File: src/rtl/dct_pkg.sv
// Shared widths, state encoding and address helper for the 8x8 transpose buffer.
// Optional feature macro: TCTRL_CLR_EN adds a one-cycle CLEAR state that pulses ram_clr.
package dct_pkg;

    localparam int unsigned WORD_W = 16;
    localparam int unsigned ADDR_W = 6;
    localparam int unsigned DCT_N  = 8;
    localparam int unsigned IDX_W  = $clog2(DCT_N);

`ifdef TCTRL_CLR_EN
    typedef enum logic [1:0] {
        ST_FILL  = 2'd0,
        ST_DRAIN = 2'd1,
        ST_CLEAR = 2'd2
    } tctrl_state_e;

    // State entered after reset, flush and block completion
    localparam tctrl_state_e ST_ENTRY = ST_CLEAR;
`else
    typedef enum logic {
        ST_FILL  = 1'b0,
        ST_DRAIN = 1'b1
    } tctrl_state_e;

    localparam tctrl_state_e ST_ENTRY = ST_FILL;
`endif

    // Linear read index -> {row, col} address so reads walk the block column by column
    function automatic logic [ADDR_W-1:0] col_major_addr(input logic [ADDR_W-1:0] idx);
        return {idx[IDX_W-1:0], idx[ADDR_W-1:IDX_W]};
    endfunction

endpackage

File: src/rtl/idx_counter.sv
// Wrapping block index counter with synchronous flush and a wrap flag on the last count.
module idx_counter #(
    parameter int unsigned WIDTH = 6
) (
    input  logic             clk,
    input  logic             clr_n,
    input  logic             i_en,
    input  logic             i_flush,
    output logic [WIDTH-1:0] o_count,
    output logic             o_wrap_c
);

    logic [WIDTH-1:0] r_count;

    // Count enabled events; flush returns to zero ahead of any increment
    always_ff @(posedge clk or negedge clr_n) begin
        if (!clr_n) begin
            r_count <= '0;
        end else if (i_flush) begin
            r_count <= '0;
        end else if (i_en) begin
            r_count <= r_count + WIDTH'(1);
        end
    end

    assign o_count  = r_count;
    assign o_wrap_c = i_en && !i_flush && (r_count == {WIDTH{1'b1}});

endmodule

File: src/rtl/transpose_ctrl.sv
// 8x8 transpose buffer controller between the row and column DCT stages.
// Rows are written into an external 64x16 RAM, then read back column-major into
// a one-deep output register. Define TCTRL_CLR_EN to add a one-cycle RAM clear
// state after reset, flush and each completed block.
module transpose_ctrl
    import dct_pkg::*;
(
    input  logic              clk,
    input  logic              clr_n,
    input  logic              in_valid,
    output logic              in_ready,
    input  logic [WORD_W-1:0] in_data,
    output logic              out_valid,
    input  logic              out_ready,
    output logic [WORD_W-1:0] out_data,
    input  logic              flush,
    output logic [ADDR_W-1:0] ram_address,
    output logic [WORD_W-1:0] ram_data_in,
    output logic              ram_read,
    output logic              ram_write,
    output logic              ram_cs,
    output logic              ram_clr,
    input  logic [WORD_W-1:0] ram_data_out,
    output logic              block_done
);

    tctrl_state_e      r_state;
    tctrl_state_e      w_state_nxt;
    logic              r_out_valid;
    logic [WORD_W-1:0] r_out_data;
    logic              w_fill;
    logic              w_drain;
    logic              w_wr_en;
    logic              w_rd_en;
    logic              w_wr_wrap;
    logic              w_rd_wrap;
    logic [ADDR_W-1:0] w_wcnt;
    logic [ADDR_W-1:0] w_rcnt;

    assign w_fill  = (r_state == ST_FILL);
    assign w_drain = (r_state == ST_DRAIN);

    // Flush withdraws ready so an offered sample is never silently dropped
    assign in_ready = w_fill && !flush;

    // Strobes are gated by clr_n so the RAM sees nothing while reset is held
    assign w_wr_en = clr_n && in_valid && in_ready;
    assign w_rd_en = clr_n && w_drain && !flush && (!r_out_valid || out_ready);

    idx_counter #(.WIDTH(ADDR_W)) u_wr_cnt (
        .clk      (clk),
        .clr_n    (clr_n),
        .i_en     (w_wr_en),
        .i_flush  (flush),
        .o_count  (w_wcnt),
        .o_wrap_c (w_wr_wrap)
    );

    idx_counter #(.WIDTH(ADDR_W)) u_rd_cnt (
        .clk      (clk),
        .clr_n    (clr_n),
        .i_en     (w_rd_en),
        .i_flush  (flush),
        .o_count  (w_rcnt),
        .o_wrap_c (w_rd_wrap)
    );

    // State register
    always_ff @(posedge clk or negedge clr_n) begin
        if (!clr_n) begin
            r_state <= ST_ENTRY;
        end else begin
            r_state <= w_state_nxt;
        end
    end

    // Next state and RAM strobes
    always_comb begin
        w_state_nxt = r_state;
        ram_read    = 1'b0;
        ram_write   = 1'b0;
        ram_clr     = 1'b0;
        ram_address = '0;
        ram_data_in = '0;
        block_done  = 1'b0;

        if (flush) begin
            w_state_nxt = ST_ENTRY;
        end else begin
            case (r_state)
                ST_FILL: begin
                    if (w_wr_en) begin
                        ram_write   = 1'b1;
                        ram_address = w_wcnt;
                        ram_data_in = in_data;
                    end
                    if (w_wr_wrap) begin
                        w_state_nxt = ST_DRAIN;
                    end
                end
                ST_DRAIN: begin
                    if (w_rd_en) begin
                        ram_read    = 1'b1;
                        ram_address = col_major_addr(w_rcnt);
                    end
                    if (w_rd_wrap) begin
                        block_done  = 1'b1;
                        w_state_nxt = ST_ENTRY;
                    end
                end
`ifdef TCTRL_CLR_EN
                ST_CLEAR: begin
                    ram_clr     = clr_n;
                    w_state_nxt = ST_FILL;
                end
`endif
                default: begin
                    w_state_nxt = ST_ENTRY;
                end
            endcase
        end

        ram_cs = ram_read | ram_write;
    end

    // One-deep output register; a read issue reloads it, a consume with no reload empties it
    always_ff @(posedge clk or negedge clr_n) begin
        if (!clr_n) begin
            r_out_valid <= 1'b0;
            r_out_data  <= '0;
        end else if (flush) begin
            r_out_valid <= 1'b0;
        end else if (w_rd_en) begin
            r_out_valid <= 1'b1;
            r_out_data  <= ram_data_out;
        end else if (out_ready) begin
            r_out_valid <= 1'b0;
        end
    end

    assign out_valid = r_out_valid;
    assign out_data  = r_out_data;

endmodule
File: config.mk
export PLATFORM = sky130hd
export DESIGN_NAME = transpose_ctrl
export DESIGN_NICKNAME = d
export VERILOG_FILES = /design/src/rtl/dct_pkg.sv /design/src/rtl/idx_counter.sv /design/src/rtl/transpose_ctrl.sv
export SDC_FILE = /design/constraint.sdc
export NUM_CORES = 1
export LEC_CHECK = 0
export ABC_AREA = 1
export CORE_ASPECT_RATIO = 1.25
export CORE_UTILIZATION = 30
export CTS_CLUSTER_DIAMETER = 200
export DETAILED_ROUTE_END_ITERATION = 6
export GPL_TIMING_DRIVEN = 1
export PLACE_DENSITY = 0.68
export SLEW_MARGIN = 10
export SYNTH_ARGS = -nofsm -noshare
export SYNTH_HDL_FRONTEND = slang
export SYNTH_SLANG_ARGS = --single-unit
File: constraint.sdc
create_clock -name clk -period 1.3 [get_ports clk]
set_clock_uncertainty 0.05 [all_clocks]
set_input_delay 0.26 -clock clk [delete_from_list [all_inputs] [get_ports clk]]
set_output_delay 0.26 -clock clk [all_outputs]
set_load 0.02 [all_outputs]
==> flow_summary.toml <==
[status]
outcome = "finished with violations"
violations = "negative setup slack"

[critical_path]
critical_path_class = "reg2out"
end_kind = "primary output"
crit_arrival_ps = 1410
critPathMaxFanout = 8
cp.required_ps = 990
start_kind = "register"

[cts]
cts.clk_slew.worst_paths_ps = 70
cts.sinks = 30
cts_max_path_buffers = 2
cts_root_buf = "clkbuf_8"
cts_max_level = 2
clk_latency_ps = 280
cts-hold-fix-buffers = 0
tritoncts = "yes"
cts_inserted_buffers = 5

[die]
die_h_um = 84.1
start_util = 0.316
die_w_um = 67.7
io-pin-count = 82
dieArea_um2 = 5690
design.core.area_um2 = 5120
rows = 29

[power_and_ir_drop]
clockPowerShare = 0.444
p_sw_frac = 0.228
power.internal_mw = 2.03
combPwrFrac = 0.181
irDropWorstVdd_mv = 0.561
leakagePower_nw = 1.70
p_sw_uw = 600
p_total_mw = 2.63
seqPwrFrac = 0.375
power_density_nw_per_um2 = 785

[synthesis]
ys_ff_latch = 30
syn_avg_cell_area_um2 = 7.22
syn_nets = 263
synth_cell_types = 22
seq_area_frac_synth = 0.464
synth-warning-count = 0
syn_inst = 224
syn_area_um2 = 1620

[global_routing]
grt_pass1_wl_um = 7710
track_usage = 0.176
grt.overflow.total = 0
grt_max_degree = 18
antenna_found_initial = 0
grt_pass1_vias = 1817

[route]
dr.pass1.iters = 4
vias = 1862
ant_nets = 0
vias_per_cell = 4.45
wl_um = 4870
drc = 0
wl_per_cell_um = 11.7
drt_iter0_drc = 33

[timing]
period_share = 1.32
finalMaxSlewViolations = 0
finalHoldViolCount = 0
timing.fmax_ghz = 0.582
setup_viol = 50
setup_ws_ps = -418
fin_setup_tns_ps = -12120
period_needed_ps = 1720
rsz0062_at_grt = "true"

[placement]
place.gp.congestion = 0.894
post-dp-hpwl_um = 3600
dp_slack_ps = -1030
io_buffers = 80

[cells_and_area]
area_growth_pct = 107
num-fill-cells = 420
num_antenna_cells = 0
final_nets = 394
most-common-layout-cells = "nand2_1 (61), buf_6 (44), clkdlybuf4s50_1 (32), buf_4 (32), inv_1 (30)"
layout_commonest_cell = "nand2_1"
drive_gt1_frac = 0.449

[worst_hold_path]
worst_hold_path_type = "in2async"

[run]
maxCapViolations = 0
[power by group through the flow]
stage	Sequential, mW	Clock (mW)	Combinational [mW]
2_1_floorplan	1.04	0	0.130
5_1_grt	0.987	1.24	0.511
3_3_place_gp	1.00	0	0.433
3_5_place_dp	1.00	0	0.439
4_1_cts	0.984	1.19	0.459
6_report	0.985	1.17	0.475
[synthesized netlist by cell type]
| library cell | n | area, um^2 |
|---|---|---|
| nand2_1 | 82 | 308 |
| inv_1 | 35 | 131 |
| nor2_1 | 31 | 116 |
| dfrtp_1 | 30 | 751 |
| o21ai_0 | 6 | 30.0 |
| a21oi_1 | 5 | 25.0 |
| o22ai_1 | 5 | 31.3 |
| nand3_1 | 4 | 20.0 |
| buf_6 | 3 | 33.8 |
| nand2_2 | 3 | 18.8 |
| nand4_1 | 3 | 18.8 |
| nor3_1 | 3 | 15.0 |
| buf_4 | 2 | 15.0 |
| ha_1 | 2 | 25.0 |
| inv_2 | 2 | 7.51 |
| nor2_4 | 2 | 22.5 |
| buf_2 | 1 | 5.00 |
| buf_8 | 1 | 15.0 |
| conb_1 | 1 | 3.75 |
| nand3_2 | 1 | 10.0 |
| nor3_2 | 1 | 10.0 |
| o21ai_1 | 1 | 5.00 |
[kinds of logic after synthesis]
logic type,Yosys count,synth area share
compound gates,17,0.0565
simple gates,130,0.333
other cells,1,0.00232
flops,30,0.464
fa+ha+maj,2,0.0155
buf+inv,44,0.128
[path summary, 6_finish.rpt]
| kind | from | to | slack (ps) | cells after the start |
|---|---|---|---|---|
| min | clr_n | r_state | 140 | 2 |
| max reg2reg | r_state | u_rd_cnt.o_count[0] | -240 | 10 |
| max in group asynchronous | clr_n | out_valid | 870 | 2 |
| max | r_state | ram_address[1] | -420 | 7 |
| min in group clk | out_ready | out_valid | 380 | 4 |
| min reg2reg | out_data[6] | out_data[6] | 430 | 2 |
[timing repair]
action / in CTS / in global routing
cloned: 2 / 0
gates resized for setup: 235 / 40
endpoints found under the setup margin: 73 / 69
setup buffers: 9 / 6
pin swaps: 19 / 2
[routing by layer]
metal / track usage / up-vias / share of wire
met5: 0 / - / 0
met4: 0.0484 / 0 / 0.0080
met3: 0.0423 / 6 / 0.076
met2: 0.314 / 68 / 0.52
met1: 0.199 / 856 / 0.39
li1: - / 932 / -
[flip-flops by register name (all words and copies together) (netlist names)]
register / flops
out_data: 16
u_rd_cnt.o_count: 6
u_wr_cnt.o_count: 6
out_valid: 1
r_state: 1
[per-stage QoR]
step	cells	hold WS (ps)	util	instance area, um^2
CTS	415	130	0.636	3250
detailed placement	397	407	0.563	2880
global route	418	155	0.654	3350
finish	418	138	0.654	3350
floorplan	224	-85.6	-	1780
global placement	397	404	0.563	2880
[worst max-delay path: stages (launching register included)]
cell,delay (ps)
dfrtp_2,420
nand2_2,80
inv_2,80
nand2_4,60
nor2_4,120
inv_4,90
o22ai_2,140
buf_6,140
[cell type report]
| type | count | area, um^2 | share of cell area |
|---|---|---|---|
| well taps | 62 | 77.6 | 0.0232 |
| clock inverters | 2 | 60.1 | 0.0179 |
| repair buffers | 130 | 1270 | 0.380 |
| inverters | 37 | 144 | 0.0430 |
| clock buffers | 6 | 82.6 | 0.0247 |
| multi-input cells | 151 | 960 | 0.287 |
| flip-flops and latches | 30 | 753 | 0.225 |
No activity file was read; power rests on OpenSTA's default activity.
